$ cat src/rtl/pc_gen_pkg.sv
// Shared definitions for the fetch-stage PC generator: FSM encoding and default vectors.
package pc_gen_pkg;

  typedef enum logic [1:0] {
    ST_BOOT = 2'd0,
    ST_RUN  = 2'd1,
    ST_HOLD = 2'd2
  } pc_state_e;

  localparam logic [31:0] DEF_RESET_VEC = 32'h0000_3000;
  localparam logic [31:0] DEF_EXC_VEC   = 32'h0000_4180;
  localparam logic [31:0] DEF_TEXT_LO   = 32'h0000_3000;
  localparam logic [31:0] DEF_TEXT_HI   = 32'h0000_6FFC;

endpackage

$ cat src/rtl/pc_gen_if.sv
// Redirect/fetch bundle between the NPC/CP0 logic (master) and the PC generator (slave).
interface pc_gen_if #(
  parameter int unsigned ADDR_W = 32
);
  logic              stall;
  logic              redir_valid;
  logic [ADDR_W-1:0] redir_target;
  logic              exc_valid;
  logic              eret_valid;
  logic [ADDR_W-1:0] epc;
  logic [ADDR_W-1:0] pc;
  logic              pc_valid;
  logic              fetch_adel;
  logic              redir_pending;

  modport master (
    output stall, redir_valid, redir_target, exc_valid, eret_valid, epc,
    input  pc, pc_valid, fetch_adel, redir_pending
  );

  modport slave (
    input  stall, redir_valid, redir_target, exc_valid, eret_valid, epc,
    output pc, pc_valid, fetch_adel, redir_pending
  );
endinterface

$ cat src/rtl/pc_gen_hist_buf.sv
// pc_hist_buf: circular buffer of recent fetch PCs; rd_idx=0 returns the newest entry.
module pc_hist_buf #(
  parameter int unsigned ADDR_W = 32,
  parameter int unsigned DEPTH  = 8,
  parameter int unsigned IDX_W  = $clog2(DEPTH)
) (
  input  logic              clk,
  input  logic              reset,
  input  logic              wr_en,
  input  logic [ADDR_W-1:0] wr_data,
  input  logic [IDX_W-1:0]  rd_idx,
  output logic [ADDR_W-1:0] rd_data
);
  logic [ADDR_W-1:0] mem_r [DEPTH];
  logic [IDX_W-1:0]  wp_r;

  // Storage and write pointer; pointer wraps naturally since DEPTH is a power of two.
  always_ff @(posedge clk) begin
    if (reset) begin
      for (int i = 0; i < int'(DEPTH); i++) begin
        mem_r[i] <= '0;
      end
      wp_r <= '0;
    end else if (wr_en) begin
      mem_r[wp_r] <= wr_data;
      wp_r        <= wp_r + IDX_W'(1);
    end
  end

  assign rd_data = mem_r[wp_r - IDX_W'(1) - rd_idx];
endmodule

$ cat src/rtl/pc_gen.sv
// Fetch-stage PC generator with held redirects and fetch address-error flag.
// Optional history buffer enabled by defining PC_HIST_EN.
module pc_gen
  import pc_gen_pkg::*;
#(
  parameter int unsigned       ADDR_W     = 32,
  parameter logic [ADDR_W-1:0] RESET_VEC  = ADDR_W'(DEF_RESET_VEC),
  parameter logic [ADDR_W-1:0] EXC_VEC    = ADDR_W'(DEF_EXC_VEC),
  parameter logic [ADDR_W-1:0] TEXT_LO    = ADDR_W'(DEF_TEXT_LO),
  parameter logic [ADDR_W-1:0] TEXT_HI    = ADDR_W'(DEF_TEXT_HI),
  parameter int unsigned       INC        = 4
`ifdef PC_HIST_EN
  ,
  parameter int unsigned       HIST_DEPTH = 8
`endif
) (
  input  logic clk,
  input  logic reset,
  pc_gen_if.slave bus
`ifdef PC_HIST_EN
  ,
  input  logic [$clog2(HIST_DEPTH)-1:0] hist_idx,
  output logic [ADDR_W-1:0]             hist_pc
`endif
);
  pc_state_e         state_r, state_s;
  logic [ADDR_W-1:0] pc_r, pc_s;
  logic [ADDR_W-1:0] tgt_r, tgt_s;
  logic              pc_valid_r, pc_valid_s;
  logic              pend_r;

  // State, PC and pending-target registers.
  always_ff @(posedge clk) begin
    if (reset) begin
      state_r    <= ST_BOOT;
      pc_r       <= RESET_VEC;
      tgt_r      <= '0;
      pc_valid_r <= 1'b0;
      pend_r     <= 1'b0;
    end else begin
      state_r    <= state_s;
      pc_r       <= pc_s;
      tgt_r      <= tgt_s;
      pc_valid_r <= pc_valid_s;
      pend_r     <= (state_s == ST_HOLD);
    end
  end

  // Next-PC arbitration: exception > ERET > redirect > stall > pending release > sequential.
  always_comb begin
    state_s    = state_r;
    pc_s       = pc_r;
    tgt_s      = tgt_r;
    pc_valid_s = pc_valid_r;
    case (state_r)
      ST_BOOT: begin
        state_s    = ST_RUN;
        pc_valid_s = 1'b1;
      end
      ST_RUN, ST_HOLD: begin
        if (bus.exc_valid) begin
          pc_s    = EXC_VEC;
          tgt_s   = '0;
          state_s = ST_RUN;
        end else if (bus.eret_valid) begin
          pc_s    = bus.epc;
          tgt_s   = '0;
          state_s = ST_RUN;
        end else if (bus.redir_valid) begin
          if (bus.stall) begin
            tgt_s   = bus.redir_target;
            state_s = ST_HOLD;
          end else begin
            pc_s    = bus.redir_target;
            state_s = ST_RUN;
          end
        end else if (bus.stall) begin
          pc_s = pc_r;
        end else if (state_r == ST_HOLD) begin
          pc_s    = tgt_r;
          state_s = ST_RUN;
        end else begin
          pc_s = pc_r + ADDR_W'(INC);
        end
      end
      default: begin
        state_s    = ST_BOOT;
        pc_valid_s = 1'b0;
      end
    endcase
  end

  assign bus.pc            = pc_r;
  assign bus.pc_valid      = pc_valid_r;
  assign bus.redir_pending = pend_r;
  assign bus.fetch_adel    = pc_valid_r & ((pc_r[1:0] != 2'b00) | (pc_r < TEXT_LO) | (pc_r > TEXT_HI));

`ifdef PC_HIST_EN
  pc_hist_buf #(
    .ADDR_W (ADDR_W),
    .DEPTH  (HIST_DEPTH)
  ) u_hist (
    .clk     (clk),
    .reset   (reset),
    .wr_en   (pc_valid_r & (pc_s != pc_r)),
    .wr_data (pc_s),
    .rd_idx  (hist_idx),
    .rd_data (hist_pc)
  );
`endif
endmodule

$ cat src/flat_wrapper.sv
// flat-port wrapper written by rule: the top's interface ports become plain ports
module pc_gen_flat import pc_gen_pkg::*;
#(
  parameter int unsigned       ADDR_W     = 32,
  parameter logic [ADDR_W-1:0] RESET_VEC  = ADDR_W'(DEF_RESET_VEC),
  parameter logic [ADDR_W-1:0] EXC_VEC    = ADDR_W'(DEF_EXC_VEC),
  parameter logic [ADDR_W-1:0] TEXT_LO    = ADDR_W'(DEF_TEXT_LO),
  parameter logic [ADDR_W-1:0] TEXT_HI    = ADDR_W'(DEF_TEXT_HI),
  parameter int unsigned       INC        = 4

)
  (clk, reset, bus_stall, bus_redir_valid, bus_redir_target, bus_exc_valid, bus_eret_valid, bus_epc, bus_pc, bus_pc_valid, bus_fetch_adel, bus_redir_pending);
  pc_gen_if #(.ADDR_W(ADDR_W)) bus_i ();
  input  logic clk;
  input  logic reset;
  input wire logic [$bits(bus_i.stall)-1:0] bus_stall;
  input wire logic [$bits(bus_i.redir_valid)-1:0] bus_redir_valid;
  input wire logic [$bits(bus_i.redir_target)-1:0] bus_redir_target;
  input wire logic [$bits(bus_i.exc_valid)-1:0] bus_exc_valid;
  input wire logic [$bits(bus_i.eret_valid)-1:0] bus_eret_valid;
  input wire logic [$bits(bus_i.epc)-1:0] bus_epc;
  output wire logic [$bits(bus_i.pc)-1:0] bus_pc;
  output wire logic [$bits(bus_i.pc_valid)-1:0] bus_pc_valid;
  output wire logic [$bits(bus_i.fetch_adel)-1:0] bus_fetch_adel;
  output wire logic [$bits(bus_i.redir_pending)-1:0] bus_redir_pending;
  assign bus_i.stall = bus_stall;
  assign bus_i.redir_valid = bus_redir_valid;
  assign bus_i.redir_target = bus_redir_target;
  assign bus_i.exc_valid = bus_exc_valid;
  assign bus_i.eret_valid = bus_eret_valid;
  assign bus_i.epc = bus_epc;
  assign bus_pc = bus_i.pc;
  assign bus_pc_valid = bus_i.pc_valid;
  assign bus_fetch_adel = bus_i.fetch_adel;
  assign bus_redir_pending = bus_i.redir_pending;
  pc_gen #(.ADDR_W(ADDR_W), .RESET_VEC(RESET_VEC), .EXC_VEC(EXC_VEC), .TEXT_LO(TEXT_LO), .TEXT_HI(TEXT_HI), .INC(INC)) u_core (.clk(clk), .reset(reset), .bus(bus_i));
endmodule
$ cat config.mk
export PLATFORM = sky130hd
export DESIGN_NAME = pc_gen_flat
export DESIGN_NICKNAME = d
export VERILOG_FILES = /design/src/rtl/pc_gen_pkg.sv /design/src/rtl/pc_gen_if.sv /design/src/rtl/pc_gen_hist_buf.sv /design/src/rtl/pc_gen.sv /design/src/flat_wrapper.sv
export SDC_FILE = /design/constraint.sdc
export NUM_CORES = 1
export LEC_CHECK = 0
export CAP_MARGIN = 15
export CORE_ASPECT_RATIO = 1.2
export CORE_MARGIN = 2
export CORE_UTILIZATION = 55
export CTS_BUF_LIST = sky130_fd_sc_hd__clkbuf_4
export CTS_CLUSTER_SIZE = 14
export DETAILED_ROUTE_END_ITERATION = 6
export PLACE_DENSITY = 0.87
export REMOVE_ABC_BUFFERS = 1
export SETUP_SLACK_MARGIN = 0.15
export SYNTH_ARGS = -nofsm -noshare
export SYNTH_HDL_FRONTEND = slang
export SYNTH_HIERARCHICAL = 1
export SYNTH_SLANG_ARGS = --single-unit
$ cat constraint.sdc
create_clock -name clk -period 5.13 [get_ports clk]
set_clock_uncertainty 0.2 [all_clocks]
set_input_delay 1.026 -clock clk [delete_from_list [all_inputs] [get_ports clk]]
set_output_delay 1.026 -clock clk [all_outputs]
set_load 0.02 [all_outputs]
==> metrics.cfg, run 1 <==
[synthesis]
yosysTopAreaCell=dfxtp_1
synth-simple-area-share=0.277
synth-compound-area-share=0.280
ys_async_sr_fraction=0
synth_top_flop_cell=dfxtp_1
synthAdderAreaFrac=0.0149
synth_top_family_by_area=compound AO/OA/AOI/OAI gates
synth_area_um2=4190
synth-edff-count=0
synthTopCellsByArea=dfxtp_1 (33%), nand2_1 (7.6%), a21oi_1 (6.9%)
synth.avg_cell_area_um2=7.38
ys_ff_latch=68
ys_warn_count=6
synth_cell_type_count=66
synth_top_area_frac=0.325
synth_xor_area_frac=0.0230
synth.area.mux_share=0.0197
seq_area_frac_synth=0.325
syn_inst=567

[worst_setup_path]
crit_fanout=20
required_ns=5.23
r2r_setup_slack_ns=2.10
rr_worst_depth=7
worst_ep_arrival_time_ns=3.70
cp-start-kind=input pin
critical_path.endpoint_type=flip-flop
worst-path-stages=7
reg2reg_from=u_core/state_r[0]$_SDFF_PP0_
cpLargestDelayFamily=simple AND/OR/NAND/NOR gates
cp_num_buf_inv=2
cp_slowest_cell=clkdlybuf4s50_1
crit_chain=clkdlybuf4s50_1 -> nor3b_1 -> nor2_1 -> nor2_1 -> buf_4 -> o31ai_1 -> o32ai_1
cp-startpoint=bus_eret_valid
cpPeakStageDelay_ns=0.80
crit_type=input pin to flip-flop
rr_endpoint=u_core/bus.pc[14]$_SDFFE_PP0P_
cp-endpoint=u_core/bus.pc[19]$_SDFFE_PP0P_
timing.critical_path.mode_cell=nor2_1

[sta]
setup_viol=0
fin_crit_ns=3.60
rsz0062_at_grt=no
timing.hold.ws_ns=0.260
post-route-period-util=0.701
hold_viol=0
drv_slew=0
fmax_mhz=278
finalSetupTns_ns=0
relSlewSlack=0.209
worstMarginPinSlew_ns=1.19

[clock_tree]
htree_levels=3
clk_latency_ns=0.40
cts_buffers=9
postCtsSetupBuffers=0
root_buffer=clkbuf_4
cts.clk_slew.worst_paths_ns=0.12
cts_tree=yes
cts_resized=0
cts.sinks=68
clockBufferDepth=2
cts-hold-fix-buffers=0

[job]
cap_viol_max_count=0

[grt]
grt_pass1_vias=4669
gr-total-overflow=0
antenna_found_initial=0
track_usage=0.331
grt_pass1_wl_um=22600
grt_max_degree=46

[routing]
ant_nets=0
route.detailed.drc=0
vias=4916
drtIter0Drc=425
wl_per_cell_um=19.1
vias_per_cell=6.59
drt-total-wl_um=14200
firstDrtPassIters=5

[pwr]
vdd_drop_max_mv=0.173
p_leak_nw=1.88
p_per_area_nw_per_um2=216
p_total_w=0.00116

[floorplan]
boundaryPins=105
die_h_um=99.6
rows=34
fp.dieArea_um2=8330
core_um2=7320
die_w_um=83.6
start_util=0.572

[cells_and_area]
antenna_cells=0
mostFrequentLayoutCells=clkdlybuf4s50_1 (102), nand2_1 (85), dfxtp_1 (68), a21oi_1 (57), nand3_1 (42)
final_common_cell=clkdlybuf4s50_1
fin_nets=726
layout-drive-gt1-share=0.0610
final_core_util=0.734
syn2layout_area_growth_pct=28.3

[hold_path]
hold_class=flip-flop to flip-flop
hold_depth=2

[place]
place_congestion=0.941
hpwlAfterDp_um=9760
port_buffers=104

[status]
status=complete, no violations

[power by group]
part | switching [W] | leakage, nW | internal, W | total (W)
logic | 0.000159 | 1.26 | 0.000127 | 0.000286
registers | 0.0000279 | 0.552 | 0.000548 | 0.000576
clock network | 0.000198 | 0.0650 | 0.000101 | 0.000299
[registers in the layout (all words and copies together) (netlist names)]
name	cells
u_core/bus.redir_pending	1
u_core/state_r	2
u_core/bus.pc_valid	1
u_core/tgt_r	32
u_core/bus.pc	32
[worst reg2reg max path, stage by stage, from the launching register on]
cell and delay (ns):
dfxtp_1 0.33, inv_1 0.11, ha_1 0.96, buf_4 0.42
nand2_1 0.09, o21ai_0 0.30, o31ai_1 0.10, a2111oi_0 0.40
[worst min path at each step]
stage	from	to
3_3_place_gp	u_core/tgt_r[0]$_SDFFE_PP0P_	u_core/tgt_r[0]$_SDFFE_PP0P_
2_1_floorplan	u_core/tgt_r[0]$_SDFFE_PP0P_	u_core/tgt_r[0]$_SDFFE_PP0P_
3_5_place_dp	u_core/tgt_r[5]$_SDFFE_PP0P_	u_core/tgt_r[5]$_SDFFE_PP0P_
4_1_cts	u_core/tgt_r[31]$_SDFFE_PP0P_	u_core/tgt_r[31]$_SDFFE_PP0P_
6_report	u_core/tgt_r[12]$_SDFFE_PP0P_	u_core/tgt_r[12]$_SDFFE_PP0P_
5_1_grt	u_core/tgt_r[25]$_SDFFE_PP0P_	u_core/tgt_r[25]$_SDFFE_PP0P_
[area by class of cell]
class,count,area (µm²)
Clock inverter,6,31.3
Tap cell,90,113
Timing Repair Buffer,115,1110
Sequential cell,68,1360
Multi-Input combinational cell,433,2580
Inverter,24,90.1
Clock buffer,10,75.1
Fill cell,605,1950
[stage by stage]
stage,area (µm²),setup slack (ns),std cells
6_report,5370,1.53,746
5_1_grt,5370,1.38,746
4_1_cts,5370,1.65,746
3_5_place_dp,5260,1.23,730
3_3_place_gp,5260,1.39,730
2_1_floorplan,4020,1.47,525
[cell families after synthesis]
family	Yosys count
xor+xnor	11
simple gates	229
flops	68
mux	8
fa+ha+maj	5
buf+inv	66
compound gates	180
[routing by layer]
metal  part of all wire  vias up  track usage
li1                   -     2245            -
met4              0.041        0        0.174
met3               0.10       56       0.0614
met1               0.38     2295        0.419
met5                  0        -            0
met2               0.47      320        0.538
[cell usage after synthesis (4+ instances only)]
cell type and n:
nand2_1 85, dfxtp_1 68, a21oi_1 58, nand3_1 42
nor2_1 35, o21ai_0 35, clkbuf_1 30, inv_1 24
nor4_1 11, o211ai_1 11, nor2b_1 10, buf_1 9
a211oi_1 8, a221oi_1 8, a32oi_1 8, xor2_1 7
mux2i_1 6, nand4_1 6, nor3_1 6, o31ai_1 6
ha_1 5, nand2b_1 5, o31a_1 5, a221o_1 4
a22oi_1 4, xnor2_1 4
Note: power is estimated with default switching activity, not from simulation.
==> run 2: changes to the inputs <==
--- a/config.mk
+++ b/config.mk
@@ -8,11 +8,11 @@
 export CAP_MARGIN = 15
 export CORE_ASPECT_RATIO = 1.2
 export CORE_MARGIN = 2
-export CORE_UTILIZATION = 55
+export CORE_UTILIZATION = 46
 export CTS_BUF_LIST = sky130_fd_sc_hd__clkbuf_4
 export CTS_CLUSTER_SIZE = 14
 export DETAILED_ROUTE_END_ITERATION = 6
-export PLACE_DENSITY = 0.87
+export PLACE_DENSITY = 0.78
 export REMOVE_ABC_BUFFERS = 1
 export SETUP_SLACK_MARGIN = 0.15
 export SYNTH_ARGS = -nofsm -noshare
==> constraint.sdc (replaced) <==
create_clock -name clk -period 3 [get_ports clk]
set_clock_uncertainty 0.2 [all_clocks]
set_input_delay 0.6 -clock clk [delete_from_list [all_inputs] [get_ports clk]]
set_output_delay 0.6 -clock clk [all_outputs]
set_load 0.02 [all_outputs]
==> run 2 against run 1 <==
Net effect:
- non-clock buffer count is 19 higher
- sequential power is 71% higher
- wire length is 2.4% higher
- power is 69% higher
- utilization is 11 points lower
- via count is 2.1% lower
- register-to-register slack worse by 1.7 ns
- first-iteration DRC count is 23% lower
- sequential share of layout area is 0.80 points lower
==> metrics.cfg, run 2 (synthesis results as in run 1) <==
[sta]
fmax_mhz=357
rsz0062_at_grt=no
fin_crit_ns=2.80
post-route-period-util=0.934
hold_viol=0
setup_viol=0
worstMarginPinSlew_ns=0.663
drv_slew=0
relSlewSlack=0.557

[cells_and_area]
fin_cells=792
final_common_cell=clkdlybuf4s50_1
regArea_um2=1360
fillers=864
final_core_util=0.620
multi_input_area_um2=2590
fin_nets=745
antenna_cells=0
mostFrequentLayoutCells=clkdlybuf4s50_1 (101), nand2_1 (85), dfxtp_1 (68), a21oi_1 (57), nand3_1 (42)
syn2layout_area_growth_pct=32.4
layout-drive-gt1-share=0.0848

[routing]
vias_per_cell=6.08
drt-total-wl_um=14600
vias=4812
firstDrtPassIters=5
wl_per_cell_um=18.4
ant_nets=0
route.detailed.drc=0
drtIter0Drc=326

[status]
status=complete, no violations

[worst_setup_path]
worst_ep_arrival_time_ns=2.00
cp-startpoint=u_core/bus.pc[16]$_SDFFE_PP0P_
critical_path.endpoint_type=output pin
cp-start-kind=flip-flop
required_ns=2.20
reg2reg_from=u_core/bus.pc[2]$_SDFFE_PP0P_
crit_type=flip-flop to output pin
crit_fanout=6

[grt]
grt_pass1_wl_um=23600
gr-total-overflow=0
track_usage=0.299
grt_pass1_vias=4775
antenna_found_initial=0
grt_max_degree=35

[clock_tree]
cts-hold-fix-buffers=0
clk_latency_ns=0.44
htree_levels=3
cts.clk_slew.worst_paths_ns=0.11
cts_buffers=9
cts_tree=yes
root_buffer=clkbuf_4
clockBufferDepth=2
cts.sinks=68

[pwr]
vdd_drop_max_mv=0.195
p_leak_nw=1.97
p_per_area_nw_per_um2=355

[place]
dp_cells=779
hpwlAfterDp_um=10800
place_congestion=0.904
port_buffers=104

[job]
cap_viol_max_count=0

[hold_path]
hold_class=flip-flop to flip-flop
worstHoldStart=u_core/tgt_r[26]$_SDFFE_PP0P_

[floorplan]
start_util=0.468
rows=38
die_h_um=108
fp.dieArea_um2=9880
boundaryPins=105
die_w_um=91.1
core_um2=8940

==> run 2: worst paths after layout <==
| check | endpoint | slack (ns) | cells past startpoint |
|---|---|---|---|
| worst max-delay path | bus_fetch_adel | 0.20 | 4 |
| worst min-delay path | u_core/tgt_r[26]$_SDFFE_PP0P_ | 0.26 | 2 |
| worst max register to register | u_core/bus.pc[20]$_SDFFE_PP0P_ | 0.45 | 6 |
| worst min register to register | u_core/tgt_r[26]$_SDFFE_PP0P_ | 0.26 | 2 |
==> run 2: cell type report <==
class                   instances  share of cell area
multi-input cells             433               0.467
flip-flops and latches         68               0.246
repair buffers                134               0.229
well taps                     120              0.0271
inverters                      24              0.0163
clock buffers                   9              0.0122
clock inverters                 4             0.00361
==> run 2: what timing repair did <==
action	CTS	global route
setup buffers	0	0
setup endpoints to repair	1	1
resized for setup	1	1
hold endpoints to repair	0	0
==> run 2: layer usage <==
metal / vias to the layer above / part of all wire / track usage
li1: 2285 / - / -
met1: 2256 / 0.39 / 0.362
met2: 236 / 0.50 / 0.523
met3: 35 / 0.079 / 0.0439
met4: 0 / 0.029 / 0.143
met5: - / 0 / 0
==> run 2: power by group <==
group / total [W] / switching (W) / internal, W
logic: 0.000512 / 0.000275 / 0.000237
clock network: 0.000471 / 0.000321 / 0.000150
registers: 0.000984 / 0.0000473 / 0.000937
==> run 2: critical path: stages, from the launching register on <==
cell and delay, ns:
dfxtp_1 0.43, nor4_1 0.32, nand3_1 0.14, o31a_1 0.34, dlygate4sd2_1 0.33
==> run 2: per-stage QoR <==
step	worst slack [ns]	power (W)	TNS (ns)	area (µm²)	hold WS (ns)
4_1_cts	0.176	0.00197	0	5540	0.241
3_3_place_gp	0.314	0.00150	0	5450	0.234
6_report	0.197	0.00197	0	5540	0.259
5_1_grt	0.163	0.00206	0	5540	0.249
2_1_floorplan	-0.231	0.00121	-7.40	4020	0.221
3_5_place_dp	0.204	0.00151	0	5450	0.245
==> run 3: changes to the inputs <==
--- a/config.mk
+++ b/config.mk
@@ -5,10 +5,11 @@
 export SDC_FILE = /design/constraint.sdc
 export NUM_CORES = 1
 export LEC_CHECK = 0
+export ABC_AREA = 1
 export CAP_MARGIN = 15
 export CORE_ASPECT_RATIO = 1.2
 export CORE_MARGIN = 2
-export CORE_UTILIZATION = 46
+export CORE_UTILIZATION = 47
 export CTS_BUF_LIST = sky130_fd_sc_hd__clkbuf_4
 export CTS_CLUSTER_SIZE = 14
 export DETAILED_ROUTE_END_ITERATION = 6
==> run 3 against run 2 <==
Net effect:
- synthesized cell count grew 26%
- wire length shrank 3.5%
- combinational power grew 10%
- worst hold slack gained 0.0060 ns
- global-route usage shrank 1.3 points
- utilization grew 0.59 points
- register-to-register slack gained 0.20 ns
- sequential share of layout area shrank 0.47 points
- clock power grew 51%
- largest cell class unchanged
==> metrics.cfg, run 3 <==
[synthesis]
seq_area_frac_synth=0.313
yosysTopAreaCell=dfxtp_1
synth_top_flop_cell=dfxtp_1
synthTopCellsByArea=dfxtp_1 (31%), a21oi_1 (17%), nand2_1 (17%)
yosysMostFrequentCell=nand2_1
ys_warn_count=6
ys_ff_latch=68
ys_async_sr_fraction=0
synth.avg_cell_area_um2=6.07
synth_area_um2=4350
synth_top_area_frac=0.313
syn_inst=717
synth_cell_type_count=33
synthTopCellsByCount=nand2_1 (196), a21oi_1 (147), nor2_1 (96)
synth-edff-count=0

[floorplan]
core_um2=9030
start_util=0.482
fp.dieArea_um2=10000
boundaryPins=105
rows=38
die_h_um=109
die_w_um=91.8

[pwr]
p_per_area_nw_per_um2=407
p_leak_nw=2.22
vdd_drop_max_mv=0.325
p_total_w=0.00230

[sta]
post-route-period-util=0.881
worstMarginPinSlew_ns=0.757
hold_viol=0
finalSetupTns_ns=0
fmax_mhz=379
timing.hold.ws_ns=0.265
drv_slew=0
worst_slack_ns=0.358
relSlewSlack=0.496
rsz0062_at_grt=no
fin_crit_ns=2.64
setup_viol=0

[clock_tree]
clk_latency_ns=0.44
htree_levels=3
cts.sinks=68
cts_tree=yes
clockBufferDepth=2
root_buffer=clkbuf_4
cts_buffers=9
cts.clk_slew.worst_paths_ns=0.12

[worst_setup_path]
cpLargestDelayFamily=buffers and inverters
crit_type=flip-flop to output pin
r2r_setup_slack_ns=0.65
cp_num_buf_inv=2
cpPeakStageDelay_ns=0.39
crit_chain=inv_1 -> nand4_1 -> nor4_2 -> a31oi_1 -> dlygate4sd2_1
worst_ep_arrival_time_ns=1.84
cp-start-kind=flip-flop
reg2reg_from=u_core/state_r[1]$_SDFF_PP0_
crit_fanout=7
required_ns=2.20
cp_slowest_cell=dfxtp_1
critical_path.endpoint_type=output pin
rr_worst_depth=10
rr_endpoint=u_core/bus.pc[1]$_SDFFE_PP0P_

[job]
cap_viol_max_count=0

[cells_and_area]
layout-drive-gt1-share=0.0712
fin_nets=885
design_area_um2=5660
final_common_cell=nand2_1
mostFrequentLayoutCells=nand2_1 (196), a21oi_1 (147), clkdlybuf4s50_1 (102), nor2_1 (96), dfxtp_1 (67)
fillers=871
antenna_cells=0
syn2layout_area_growth_pct=30.0

[grt]
use_met3=0.0425
antenna_found_initial=0
met1_usage=0.343
grt_pass1_wl_um=22800
track_usage=0.286
top_usage_layer=met2
gr-total-overflow=0
grt_max_degree=57
use_met2=0.514
grt_pass1_vias=4786

[routing]
drt-total-wl_um=14100
firstDrtPassIters=5
drtIter0Drc=289
wl_per_cell_um=15.0
route.detailed.drc=0
vias=4993
ant_nets=0
vias_per_cell=5.34

[status]
status=complete, no violations

[hold_path]
hold_end=u_core/tgt_r[24]$_SDFFE_PP0P_
worstHoldStart=u_core/tgt_r[24]$_SDFFE_PP0P_
hold_class=flip-flop to flip-flop
hold_depth=2

[place]
place_congestion=0.924
hpwlAfterDp_um=9820
place_ws_ns=0.183
place_area_um2=5490
port_buffers=104

-- run 3: cell count changes after synthesis, moves of 9 or more --
cell     change
nand2_1    +111
a21oi_1     +89
nor2_1      +61
inv_1       +36
nand3_1     -17
o21ai_0     -16
nor2b_1     -10
nor4_1       -9
-- run 3: per-stage QoR --
stage	instances	util
floorplan	677	-
global placement	919	0.608
detailed placement	919	0.608
CTS	935	0.626
global route	935	0.626
finish	935	0.626
-- run 3: timing repair --
action | in CTS | in global routing
endpoints found under the setup margin | 1 | 0
hold buffers | 0 | 0
setup buffers | 0 | 0
resized for setup | 3 | 0
endpoints found under the hold margin | 0 | 0
-- run 3: how the worst max path moves through the flow --
stage,startpoint,endpoint,slack [ns],cells after the start
2_1_floorplan,u_core/state_r[0]$_SDFF_PP0_,u_core/bus.pc[1]$_SDFFE_PP0P_,0.53,6
3_3_place_gp,bus_exc_valid,u_core/tgt_r[17]$_SDFFE_PP0P_,0.24,7
3_5_place_dp,bus_exc_valid,u_core/tgt_r[5]$_SDFFE_PP0P_,0.18,7
4_1_cts,u_core/bus.pc[16]$_SDFFE_PP0P_,bus_fetch_adel,0.34,5
5_1_grt,u_core/bus.pc[14]$_SDFFE_PP0P_,bus_fetch_adel,0.24,5
6_report,u_core/bus.pc[20]$_SDFFE_PP0P_,bus_fetch_adel,0.36,5
-- run 3: cell families after synthesis --
group           share of synthesized area
flops                               0.313
compound gates                      0.223
fa+ha+maj                          0.0144
buf+inv                            0.0963
xor+xnor                           0.0282
simple gates                        0.326
-- run 3: worst register-to-register path, stage by stage, from the launching register on --
cell and delay, ns:
dfxtp_1 0.41, inv_1 0.10, ha_1 0.39, inv_2 0.06, a21oi_2 0.19, inv_2 0.08, nor2_4 0.16, inv_2 0.26
nor2_1 0.22, o211ai_1 0.11, a21oi_1 0.13
-- run 3: layout make-up --
cell class / instances / area (µm²) / share of cell area
inverter: 63 / 236 / 0.0418
clock buffer: 11 / 82.6 / 0.0146
sequential: 68 / 1360 / 0.241
clock inverter: 5 / 76.3 / 0.0135
timing repair buffer: 122 / 1170 / 0.207
multi-input combinational: 546 / 2580 / 0.456
tap: 120 / 150 / 0.0265
-- run 3: per-layer routing --
| metal | vias up | wire (µm) |
|---|---|---|
| met2 | 185 | 7190 |
| met5 | - | 0 |
| met1 | 2288 | 5820 |
| li1 | 2501 | - |
| met3 | 19 | 847 |
| met4 | 0 | 214 |
-- run 3: report_power, final --
part | internal [W] | switching, W | total [W]
sequential | 0.000974 | 0.0000551 | 0.00103
combinational | 0.000249 | 0.000315 | 0.000564
clock | 0.000353 | 0.000357 | 0.000710
total | 0.00158 | 0.000728 | 0.00230
